[src/rtl/hazard_scoreboard_if.sv]
// ----------------------------------------------------------------------------
// hazard_scoreboard_if
// Connects the hazard scoreboard to the ID/EX pipeline control.
//
// Signals:
//   hold, flush            pipeline control from the core (master -> slave)
//   id_valid, id_rs,       the instruction currently in ID (master -> slave)
//   id_rs_used, id_rd,
//   id_reg_write, id_lat
//   stall_o                freeze IF/ID and send a bubble to EX (slave -> master)
//   fwd_sel                per-operand forward select for EX (slave -> master)
//   stall_cnt, fwd_cnt     perf counters, present only with HAZ_PERF_CNT_EN
//
// Modports: master = pipeline side, slave = scoreboard side.
// Optional macro: HAZ_PERF_CNT_EN adds the counter signals.
// ----------------------------------------------------------------------------
interface hazard_scoreboard_if #(
    parameter int NUM_SRC   = 2,
    parameter int FWD_DEPTH = 2,
    parameter int LAT_W     = 2
);
    localparam int SEL_W = $clog2(FWD_DEPTH + 1);

    logic                     hold;
    logic                     flush;
    logic                     id_valid;
    logic [NUM_SRC*5-1:0]     id_rs;
    logic [NUM_SRC-1:0]       id_rs_used;
    logic [4:0]               id_rd;
    logic                     id_reg_write;
    logic [LAT_W-1:0]         id_lat;
    logic                     stall_o;
    logic [NUM_SRC*SEL_W-1:0] fwd_sel;
`ifdef HAZ_PERF_CNT_EN
    logic [31:0]              stall_cnt;
    logic [31:0]              fwd_cnt;
`endif

    modport master (
        output hold, flush, id_valid, id_rs, id_rs_used, id_rd, id_reg_write, id_lat,
`ifdef HAZ_PERF_CNT_EN
        input  stall_cnt, fwd_cnt,
`endif
        input  stall_o, fwd_sel
    );

    modport slave (
        input  hold, flush, id_valid, id_rs, id_rs_used, id_rd, id_reg_write, id_lat,
`ifdef HAZ_PERF_CNT_EN
        output stall_cnt, fwd_cnt,
`endif
        output stall_o, fwd_sel
    );
endinterface

[src/rtl/hazard_scoreboard.sv]
// ----------------------------------------------------------------------------
// hazard_scoreboard
// Tracks in-flight register writes from EX down to WB and produces:
//   - fwd_sel : per EX operand, 0 = register file, k = forward from entry k-1
//               (youngest matching producer wins)
//   - stall_o : load-use / multi-cycle-result stall for the instruction in ID
//
// Ports:
//   clk    clock
//   rst_n  synchronous active-low reset
//   bus    hazard_scoreboard_if.slave (ID fields, hold/flush, stall_o, fwd_sel)
//
// Parameters: NUM_SRC (operands/instr), FWD_DEPTH (tracked stages after EX,
// entry 0 = EX/MEM, entry FWD_DEPTH-1 = WB), LAT_W (latency field width).
// Optional macro: HAZ_PERF_CNT_EN adds 32-bit stall_cnt / fwd_cnt counters.
// ----------------------------------------------------------------------------
module hazard_scoreboard #(
    parameter int NUM_SRC   = 2,
    parameter int FWD_DEPTH = 2,
    parameter int LAT_W     = 2
) (
    input  logic               clk,
    input  logic               rst_n,
    hazard_scoreboard_if.slave bus
);
    localparam int SEL_W = $clog2(FWD_DEPTH + 1);

    // EX slot
    logic                 ex_valid_q, ex_valid_d;
    logic [NUM_SRC*5-1:0] ex_rs_q, ex_rs_d;
    logic [NUM_SRC-1:0]   ex_used_q, ex_used_d;
    logic [4:0]           ex_rd_q, ex_rd_d;
    logic                 ex_we_q, ex_we_d;
    logic [LAT_W-1:0]     ex_lat_q, ex_lat_d;

    // Tracked stages after EX
    logic                 ent_valid_q [FWD_DEPTH];
    logic                 ent_we_q    [FWD_DEPTH];
    logic [4:0]           ent_rd_q    [FWD_DEPTH];
    logic [LAT_W-1:0]     ent_lat_q   [FWD_DEPTH];
    logic                 ent_valid_d [FWD_DEPTH];
    logic                 ent_we_d    [FWD_DEPTH];
    logic [4:0]           ent_rd_d    [FWD_DEPTH];
    logic [LAT_W-1:0]     ent_lat_d   [FWD_DEPTH];

    logic                     stall_c;
    logic [NUM_SRC*SEL_W-1:0] fwd_sel_c;
    logic [NUM_SRC-1:0]       fwd_notready;
    logic                     chk_found;
    logic                     chk_hazard;
    logic [4:0]               chk_rs;

    // x0 is hardwired zero, so a write to it never creates a dependency.
    function automatic logic producer_match(input logic v, input logic we,
                                            input logic [4:0] rd, input logic [4:0] rs);
        return v && we && (rd != 5'd0) && (rd == rs);
    endfunction

    // Forward selects for the EX operands. Scanning oldest to youngest lets the
    // youngest match overwrite older ones.
    always_comb begin
        fwd_sel_c    = '0;
        fwd_notready = '0;
        for (int s = 0; s < NUM_SRC; s++) begin
            for (int i = FWD_DEPTH - 1; i >= 0; i--) begin
                if (ex_used_q[s] &&
                    producer_match(ent_valid_q[i], ent_we_q[i], ent_rd_q[i], ex_rs_q[5*s +: 5])) begin
                    fwd_sel_c[SEL_W*s +: SEL_W] = SEL_W'(i + 1);
                    fwd_notready[s]             = int'(ent_lat_q[i]) > i;
                end
            end
        end
    end

    // Stall for the ID instruction. Only the youngest producer of each operand
    // matters: an older write to the same register is dead. The result must be
    // forwardable one cycle from now, i.e. at the producer's next position.
    always_comb begin
        stall_c    = 1'b0;
        chk_found  = 1'b0;
        chk_hazard = 1'b0;
        chk_rs     = 5'd0;
        for (int s = 0; s < NUM_SRC; s++) begin
            chk_rs     = bus.id_rs[5*s +: 5];
            chk_found  = 1'b0;
            chk_hazard = 1'b0;
            if (producer_match(ex_valid_q, ex_we_q, ex_rd_q, chk_rs)) begin
                chk_found  = 1'b1;
                chk_hazard = (ex_lat_q != '0);
            end
            for (int i = 0; i < FWD_DEPTH; i++) begin
                if (!chk_found &&
                    producer_match(ent_valid_q[i], ent_we_q[i], ent_rd_q[i], chk_rs)) begin
                    chk_found  = 1'b1;
                    chk_hazard = int'(ent_lat_q[i]) > (i + 1);
                end
            end
            if (bus.id_rs_used[s] && chk_hazard) begin
                stall_c = 1'b1;
            end
        end
        if (!bus.id_valid || bus.flush) begin
            stall_c = 1'b0;
        end
    end

    assign bus.stall_o = stall_c;
    assign bus.fwd_sel = fwd_sel_c;

    // EX slot next state: a bubble carries no valid, write or used bits.
    always_comb begin
        ex_valid_d = 1'b0;
        ex_rs_d    = '0;
        ex_used_d  = '0;
        ex_rd_d    = 5'd0;
        ex_we_d    = 1'b0;
        ex_lat_d   = '0;
        if (bus.id_valid && !bus.flush && !stall_c) begin
            ex_valid_d = 1'b1;
            ex_rs_d    = bus.id_rs;
            ex_used_d  = bus.id_rs_used;
            ex_rd_d    = bus.id_rd;
            ex_we_d    = bus.id_reg_write;
            ex_lat_d   = bus.id_lat;
        end
    end

    always_ff @(posedge clk) begin
        if (!rst_n) begin
            ex_valid_q <= 1'b0;
            ex_rs_q    <= '0;
            ex_used_q  <= '0;
            ex_rd_q    <= 5'd0;
            ex_we_q    <= 1'b0;
            ex_lat_q   <= '0;
        end else if (!bus.hold) begin
            ex_valid_q <= ex_valid_d;
            ex_rs_q    <= ex_rs_d;
            ex_used_q  <= ex_used_d;
            ex_rd_q    <= ex_rd_d;
            ex_we_q    <= ex_we_d;
            ex_lat_q   <= ex_lat_d;
        end
    end

    // Shift pipeline: entry 0 takes the EX slot, entry i takes entry i-1.
    genvar gi;
    generate
        for (gi = 0; gi < FWD_DEPTH; gi++) begin : g_ent
            if (gi == 0) begin : g_head
                assign ent_valid_d[gi] = ex_valid_q;
                assign ent_we_d[gi]    = ex_we_q;
                assign ent_rd_d[gi]    = ex_rd_q;
                assign ent_lat_d[gi]   = ex_lat_q;
            end else begin : g_tail
                assign ent_valid_d[gi] = ent_valid_q[gi-1];
                assign ent_we_d[gi]    = ent_we_q[gi-1];
                assign ent_rd_d[gi]    = ent_rd_q[gi-1];
                assign ent_lat_d[gi]   = ent_lat_q[gi-1];
            end

            always_ff @(posedge clk) begin
                if (!rst_n) begin
                    ent_valid_q[gi] <= 1'b0;
                    ent_we_q[gi]    <= 1'b0;
                    ent_rd_q[gi]    <= 5'd0;
                    ent_lat_q[gi]   <= '0;
                end else if (!bus.hold) begin
                    ent_valid_q[gi] <= ent_valid_d[gi];
                    ent_we_q[gi]    <= ent_we_d[gi];
                    ent_rd_q[gi]    <= ent_rd_d[gi];
                    ent_lat_q[gi]   <= ent_lat_d[gi];
                end
            end
        end
    endgenerate

    // A used EX operand must never depend on a producer whose result is not
    // yet forwardable; the stall logic is responsible for preventing it.
    a_fwd_ready: assert property (@(posedge clk) disable iff (!rst_n)
                                  !(ex_valid_q && (|fwd_notready)));

`ifdef HAZ_PERF_CNT_EN
    logic [31:0] stall_cnt_q, stall_cnt_d;
    logic [31:0] fwd_cnt_q, fwd_cnt_d;

    always_comb begin
        stall_cnt_d = stall_cnt_q + {31'd0, stall_c};
        fwd_cnt_d   = fwd_cnt_q + {31'd0, (ex_valid_q && (|fwd_sel_c))};
    end

    always_ff @(posedge clk) begin
        if (!rst_n) begin
            stall_cnt_q <= 32'd0;
            fwd_cnt_q   <= 32'd0;
        end else if (!bus.hold) begin
            stall_cnt_q <= stall_cnt_d;
            fwd_cnt_q   <= fwd_cnt_d;
        end
    end

    assign bus.stall_cnt = stall_cnt_q;
    assign bus.fwd_cnt   = fwd_cnt_q;
`endif

endmodule

[src/flat_wrapper.sv]
// flat-port wrapper written by rule: the top's interface ports become plain ports
module hazard_scoreboard_flat 
#(
    parameter int NUM_SRC   = 2,
    parameter int FWD_DEPTH = 2,
    parameter int LAT_W     = 2
)
  (clk, rst_n, bus_hold, bus_flush, bus_id_valid, bus_id_rs, bus_id_rs_used, bus_id_rd, bus_id_reg_write, bus_id_lat, bus_stall_o, bus_fwd_sel);
  hazard_scoreboard_if #(.NUM_SRC(NUM_SRC), .FWD_DEPTH(FWD_DEPTH), .LAT_W(LAT_W)) bus_i ();
  input  logic clk;
  input  logic rst_n;
  input wire logic [$bits(bus_i.hold)-1:0] bus_hold;
  input wire logic [$bits(bus_i.flush)-1:0] bus_flush;
  input wire logic [$bits(bus_i.id_valid)-1:0] bus_id_valid;
  input wire logic [$bits(bus_i.id_rs)-1:0] bus_id_rs;
  input wire logic [$bits(bus_i.id_rs_used)-1:0] bus_id_rs_used;
  input wire logic [$bits(bus_i.id_rd)-1:0] bus_id_rd;
  input wire logic [$bits(bus_i.id_reg_write)-1:0] bus_id_reg_write;
  input wire logic [$bits(bus_i.id_lat)-1:0] bus_id_lat;
  output wire logic [$bits(bus_i.stall_o)-1:0] bus_stall_o;
  output wire logic [$bits(bus_i.fwd_sel)-1:0] bus_fwd_sel;
  assign bus_i.hold = bus_hold;
  assign bus_i.flush = bus_flush;
  assign bus_i.id_valid = bus_id_valid;
  assign bus_i.id_rs = bus_id_rs;
  assign bus_i.id_rs_used = bus_id_rs_used;
  assign bus_i.id_rd = bus_id_rd;
  assign bus_i.id_reg_write = bus_id_reg_write;
  assign bus_i.id_lat = bus_id_lat;
  assign bus_stall_o = bus_i.stall_o;
  assign bus_fwd_sel = bus_i.fwd_sel;
  hazard_scoreboard #(.NUM_SRC(NUM_SRC), .FWD_DEPTH(FWD_DEPTH), .LAT_W(LAT_W)) u_core (.clk(clk), .rst_n(rst_n), .bus(bus_i));
endmodule
[config.mk]
export PLATFORM = sky130hd
export DESIGN_NAME = hazard_scoreboard_flat
export DESIGN_NICKNAME = d
export VERILOG_FILES = /design/src/rtl/hazard_scoreboard_if.sv /design/src/rtl/hazard_scoreboard.sv /design/src/flat_wrapper.sv
export SDC_FILE = /design/constraint.sdc
export NUM_CORES = 1
export LEC_CHECK = 0
export CORE_ASPECT_RATIO = 1.1
export CORE_UTILIZATION = 52
export CTS_BUF_LIST = sky130_fd_sc_hd__clkbuf_8
export CTS_CLUSTER_SIZE = 16
export DETAILED_ROUTE_END_ITERATION = 6
export PLACE_DENSITY = 0.78
export SLEW_MARGIN = 20
export SYNTH_ARGS = -nofsm -noshare
export SYNTH_HDL_FRONTEND = slang
export SYNTH_SLANG_ARGS = --single-unit
[constraint.sdc]
create_clock -name clk -period 2.3 [get_ports clk]
set_input_delay 0.46 -clock clk [delete_from_list [all_inputs] [get_ports clk]]
set_output_delay 0.46 -clock clk [all_outputs]
set_load 0.01 [all_outputs]
# Word-level counts from Yosys, hierarchy flattened
# Memory sizes are Yosys's and may differ from the RTL's.
# Index checks and enable logic that the tools add are counted.
# word_totals
register_bits	21
mem_bits_rw	18
in_bits	25
output_inout_bits	5
elab_cells	105
memories	4
# classes
n_lt_le_gt_ge	2
n_eq_ne	10
mux	35
bitwise_logic	8
n_reduce_logical	40
# memory_table
name	depth	word_bits	read_ports	rd_clocked_by_memory_dff	wr	line	text
u_core.ent_rd_q	2	5	2	0	2	hazard_scoreboard.sv:39	logic [4:0] ent_rd_q [FWD_DEPTH];
u_core.ent_lat_q	2	2	2	0	2	hazard_scoreboard.sv:40	logic [LAT_W-1:0] ent_lat_q [FWD_DEPTH];
u_core.ent_valid_q	2	1	2	0	2	hazard_scoreboard.sv:37	logic ent_valid_q [FWD_DEPTH];
u_core.ent_we_q	2	1	2	0	2	hazard_scoreboard.sv:38	logic ent_we_q [FWD_DEPTH];
# ops
operator	n
equality test 5 bit	10
logical AND 1 bit	28
2-to-1 mux 1 bit	23
2-to-1 mux 2 bit	8
2-to-1 mux 5 bit	3
nonzero test 5 bit	3
2-to-1 mux 10 bit	1
OR 1 bit	8
zero test 1 bit	7
> comparator 2 x 1 -> 1 bit, second input constant	1
> comparator 2 bit, second input constant	1
nonzero test 2 bit	1
logical OR 1 bit	1

# Longest topological paths before layout
# logic_depth
ltp_word	17
ltp_mapped	8
depth_no_buf	6

# Worst setup path before layout
# OpenSTA, ideal clock, no wires.
# synth_path
path_kind	flip-flop to output port
startpoint	memory u_core.ent_rd_q[1][1]
endpoint	output port bus_stall_o
arrival_time_ns	1.749
required_time_ns	1.840
slack_ns	0.091
stages_incl_launch_ff	8
n_path_buf	1
cell_sequence	edfxtp_1 > buf_2 > or4_1 > nor2_1 > nor4_1 > and3_1 > a41oi_1 > a41oi_1
# synth_rtl
element	line	text
start, declared	hazard_scoreboard.sv:39	
end, declared	flat_wrapper.sv:20	output wire logic [$bits(bus_i.stall_o)-1:0] bus_stall_o;

==> impl_summary.txt <==
----------------------------------------------------
[GRT]
  Via count of the first global-routing pass ... 2278
  GR Overflow Total ... 0
  Maximum number of pins on one net before global-route repair ... 21
  First-pass GRT wire length ... around 11 mm
  Initial antenna violation count ... 0
  Global-route total usage across every layer ... 31.2%

[Place]
  Half-perimeter wire length after detailed placement ... 4.91 mm
  Placer's final routability congestion estimate ... 0.919
  Cell Count Post-Placement ... 382
  Number of buffers inserted by port buffering ... 29

[STA]
  RSZ-0062 raised after global routing ... yes
  Minimum hold slack ... between 0.4 and 0.5 ns
  Final setup violation count ... 25
  Actual transition at the worst max-transition pin ... 0.998 ns
  Final critical-path required period ... 2.67 ns
  Max transition margin ... about a third
  Clock skew after layout ... 0.00987 ns
  Slack of the critical path ... -0.373 ns
  Fmax ... approximately 370 MHz
  Period Utilization, post-route ... 116%
  Number of pins with negative max-slew slack in the final report ... 0
  Final Hold Violating Endpoints ... 0

[Drt]
  Via/cell ratio ... 5.91
  Starting DRT DRC Count ... ~190
  Overall routed net length ... about 7.6 mm
  DRT Pass-1 Iters ... 5
  Detail-routed net length per standard cell ... 18.8 um
  Number of nets still failing antenna checks after routing ... 0
  DRC viols ... 0
  Via count ... 2381

[Floorplan]
  # IOs ... 30
  Die area ... 0.00503 mm^2
  Area inside the core boundary ... 0.00441 mm^2
  Site row count ... 25
  Die span in x ... 67.7 um
  Starting density of the core ... a little under three fifths
  Die height ... 74.3 um

[Pwr]
  Cell internal pwr ... 1.12 mW
  Comb power frac ... 20.6%
  LEAKAGE ... 1.46 nW
  Part of the total power dissipated in sequential elements ... roughly 49%
  Power density cells ... 455 mW/mm^2
  Sw frac ... 28.4%
  Maximum vdd ir drop ... 0.000380 V
  Total power ... 1.57 mW
  Clock share of power ... a little under a third
  Sw Pwr ... between 0.4 and 0.5 mW

[Synth]
  Cell area after synthesis ... 0.00247 mm^2
  Library cells used by synthesis ... 40
  Number of synthesized flops with an enable pin ... 16
  Syn. warnings ... 0
  Number of nets produced by synthesis ... 289
  Share of synthesized registers carrying an async set or reset ... 0%
  Proportion of synthesized chip area in sequential cells ... between 30% and 40%
  Main area contributors after synthesis ... edfxtp_1, dfxtp_1, xor2_1
  Synth Instances ... 264
  Most instantiated cells after synthesis ... nand2_1, xor2_1, dfxtp_1
  Flop and latch count out of synthesis ... 39
  Area fraction of the dominant cell type after synthesis ... a little under 20%
  Top flip-flop cell by instance count after synthesis ... dfxtp_1
  Area leader, netlist ... edfxtp_1
  Average size of a mapped cell ... 9.35 um^2

[Setup path]
  CP startpoint kind ... flop
  Critical Path End Type ... output port
  Setup CP Type ... flop to output port
  Data arrival time of the critical path ... about 2.2 ns
  Biggest fanout along the worst timing path ... 2
  Required time of the worst setup path ... 1.84 ns

[Final layout]
  Layout cell share with drive strength beyond 1 ... 34.7%
  Sequential cell area ... 941 um^2
  Count of antenna diodes in the layout ... 0
  Total number of nets in the final design ... 373
  Final-layout fill cell count ... between 200 and 300
  Final cell count without fillers ... 403
  Area of the multi-input gates ... 0.00151 mm^2
  Signed area change from the synthesized netlist to the final layout ... 39.7%

[Clock network]
  CTS HTree Levels ... 2
  Count of hold buffers inserted by post-cts repair ... 0
  Insertion delay of the later-clocked pin in the worst-skew pair ... 0.30 ns
  Clock slew at reported path FFs ... 0.09 ns
  CTS root buffer ... clkbuf_8
  Clock buffer depth ... 2
  Number of CTS-inserted buffers ... 5
  # clock sinks ... 39
  Clock tree from TritonCTS ... built

[Min path]
  Hold crit path type ... flop to flop

[Flow run]
  Max-cap violation count ... 0

[Status]
  Failing checks ... negative setup slack
  Run status ... complete, but fails checks

----------------------------------------------------
## flip-flops by register name, summed over array words and instances (netlist names)
| name | flops |
|---|---|
| u_core.ent_lat_q | 4 |
| u_core.ent_rd_q | 10 |
| u_core.ent_valid_q | 2 |
| u_core.ent_we_q | 2 |
| u_core.ex_lat_q | 2 |
| u_core.ex_rd_q | 5 |
| u_core.ex_rs_q | 10 |
| u_core.ex_used_q | 2 |
| u_core.ex_valid_q | 1 |
| u_core.ex_we_q | 1 |
## logic make-up after synthesis
family,synth area share (%)
xor+xnor,17.7
compound gates,10.5
simple gates,27.5
flops,38.1
buf+inv,5.32
mux,0.811
## power by group through the flow
stage                     registers (mW)  logic [mW]  clock network (mW)
after global placement             0.784       0.272                   0
after floorplan                    0.771       0.152                   0
final                              0.772       0.323               0.474
after detailed placement           0.786       0.279                   0
after global routing               0.774       0.342               0.500
after CTS                          0.769       0.297               0.465
## critical path, stage by stage (launching register included)
cell	delay (ns)
edfxtp_1	0.41
buf_4	0.17
xor2_1	0.17
nor4_2	0.29
nand3b_1	0.16
and3_1	0.23
a41oi_2	0.19
a41oi_2	0.12
buf_2	0.16
## final timing paths
path | from | end | slack (ns) | cells after the start
max | u_core.ent_rd_q[0][3] | bus_stall_o | -0.37 | 8
min | u_core.ex_we_q | u_core.ex_we_q | 0.47 | 2
max reg2reg | u_core.ent_rd_q[1][4] | u_core.ex_rs_q[2] | -0.29 | 11
min reg2reg | u_core.ex_we_q | u_core.ex_we_q | 0.47 | 2
## per-stage QoR
step	utilization [%]	area (um^2)	setup TNS [ns]	worst slack, ns
final	78.2	3450	-5.95	-0.373
after global routing	78.2	3450	-7.36	-0.458
after CTS	76.7	3380	-2.29	-0.316
after detailed placement	71.1	3140	-12.56	-0.983
after global placement	71.1	3140	-12.30	-0.912
after floorplan	-	2470	0	0.0915
## area by class of cell
class,count,share of cell area [%]
tap,54,1.96
clock buffer,5,2.00
sequential,39,27.3
multi-input combinational,201,43.8
clock inverter,3,0.508
timing repair buffer,96,23.9
inverter,5,0.544
## layout by cell type (no fill, tap or decap), types with 3 or more instances in the layout
master           netlist  routed
buf_4                  3      56
nand2_1               30      30
xor2_1                30      28
dfxtp_1               23      23
nand3_1               22      22
o21ai_2               19      19
and2_1                17      17
xnor2_1               20      17
edfxtp_1              16      16
clkdlybuf4s50_1        0      14
nand4_1               12      12
dlygate4sd2_1          0      10
buf_6                  3       9
nor4_1                 8       6
inv_1                  5       5
nor2_1                 7       5
clkbuf_8               0       5
nor2b_1                4       4
buf_2                  6       4
nor3_1                 4       3
## what timing repair did
| item | 4_1_cts | 5_1_grt |
|---|---|---|
| setup buffers | 11 | 4 |
| pin swaps | 13 | 11 |
| endpoints found under the setup margin | 26 | 26 |
| resized for setup | 48 | 12 |
| gates cloned | 1 | 0 |
## per-layer routing
metal / GRT usage (%) / routed length [um]
met5: 0 / 0
met4: 14.2 / 274
met3: 5.06 / 554
met2: 54.0 / 3800
met1: 37.4 / 2930
Note: power is estimated with default switching activity, not from simulation.
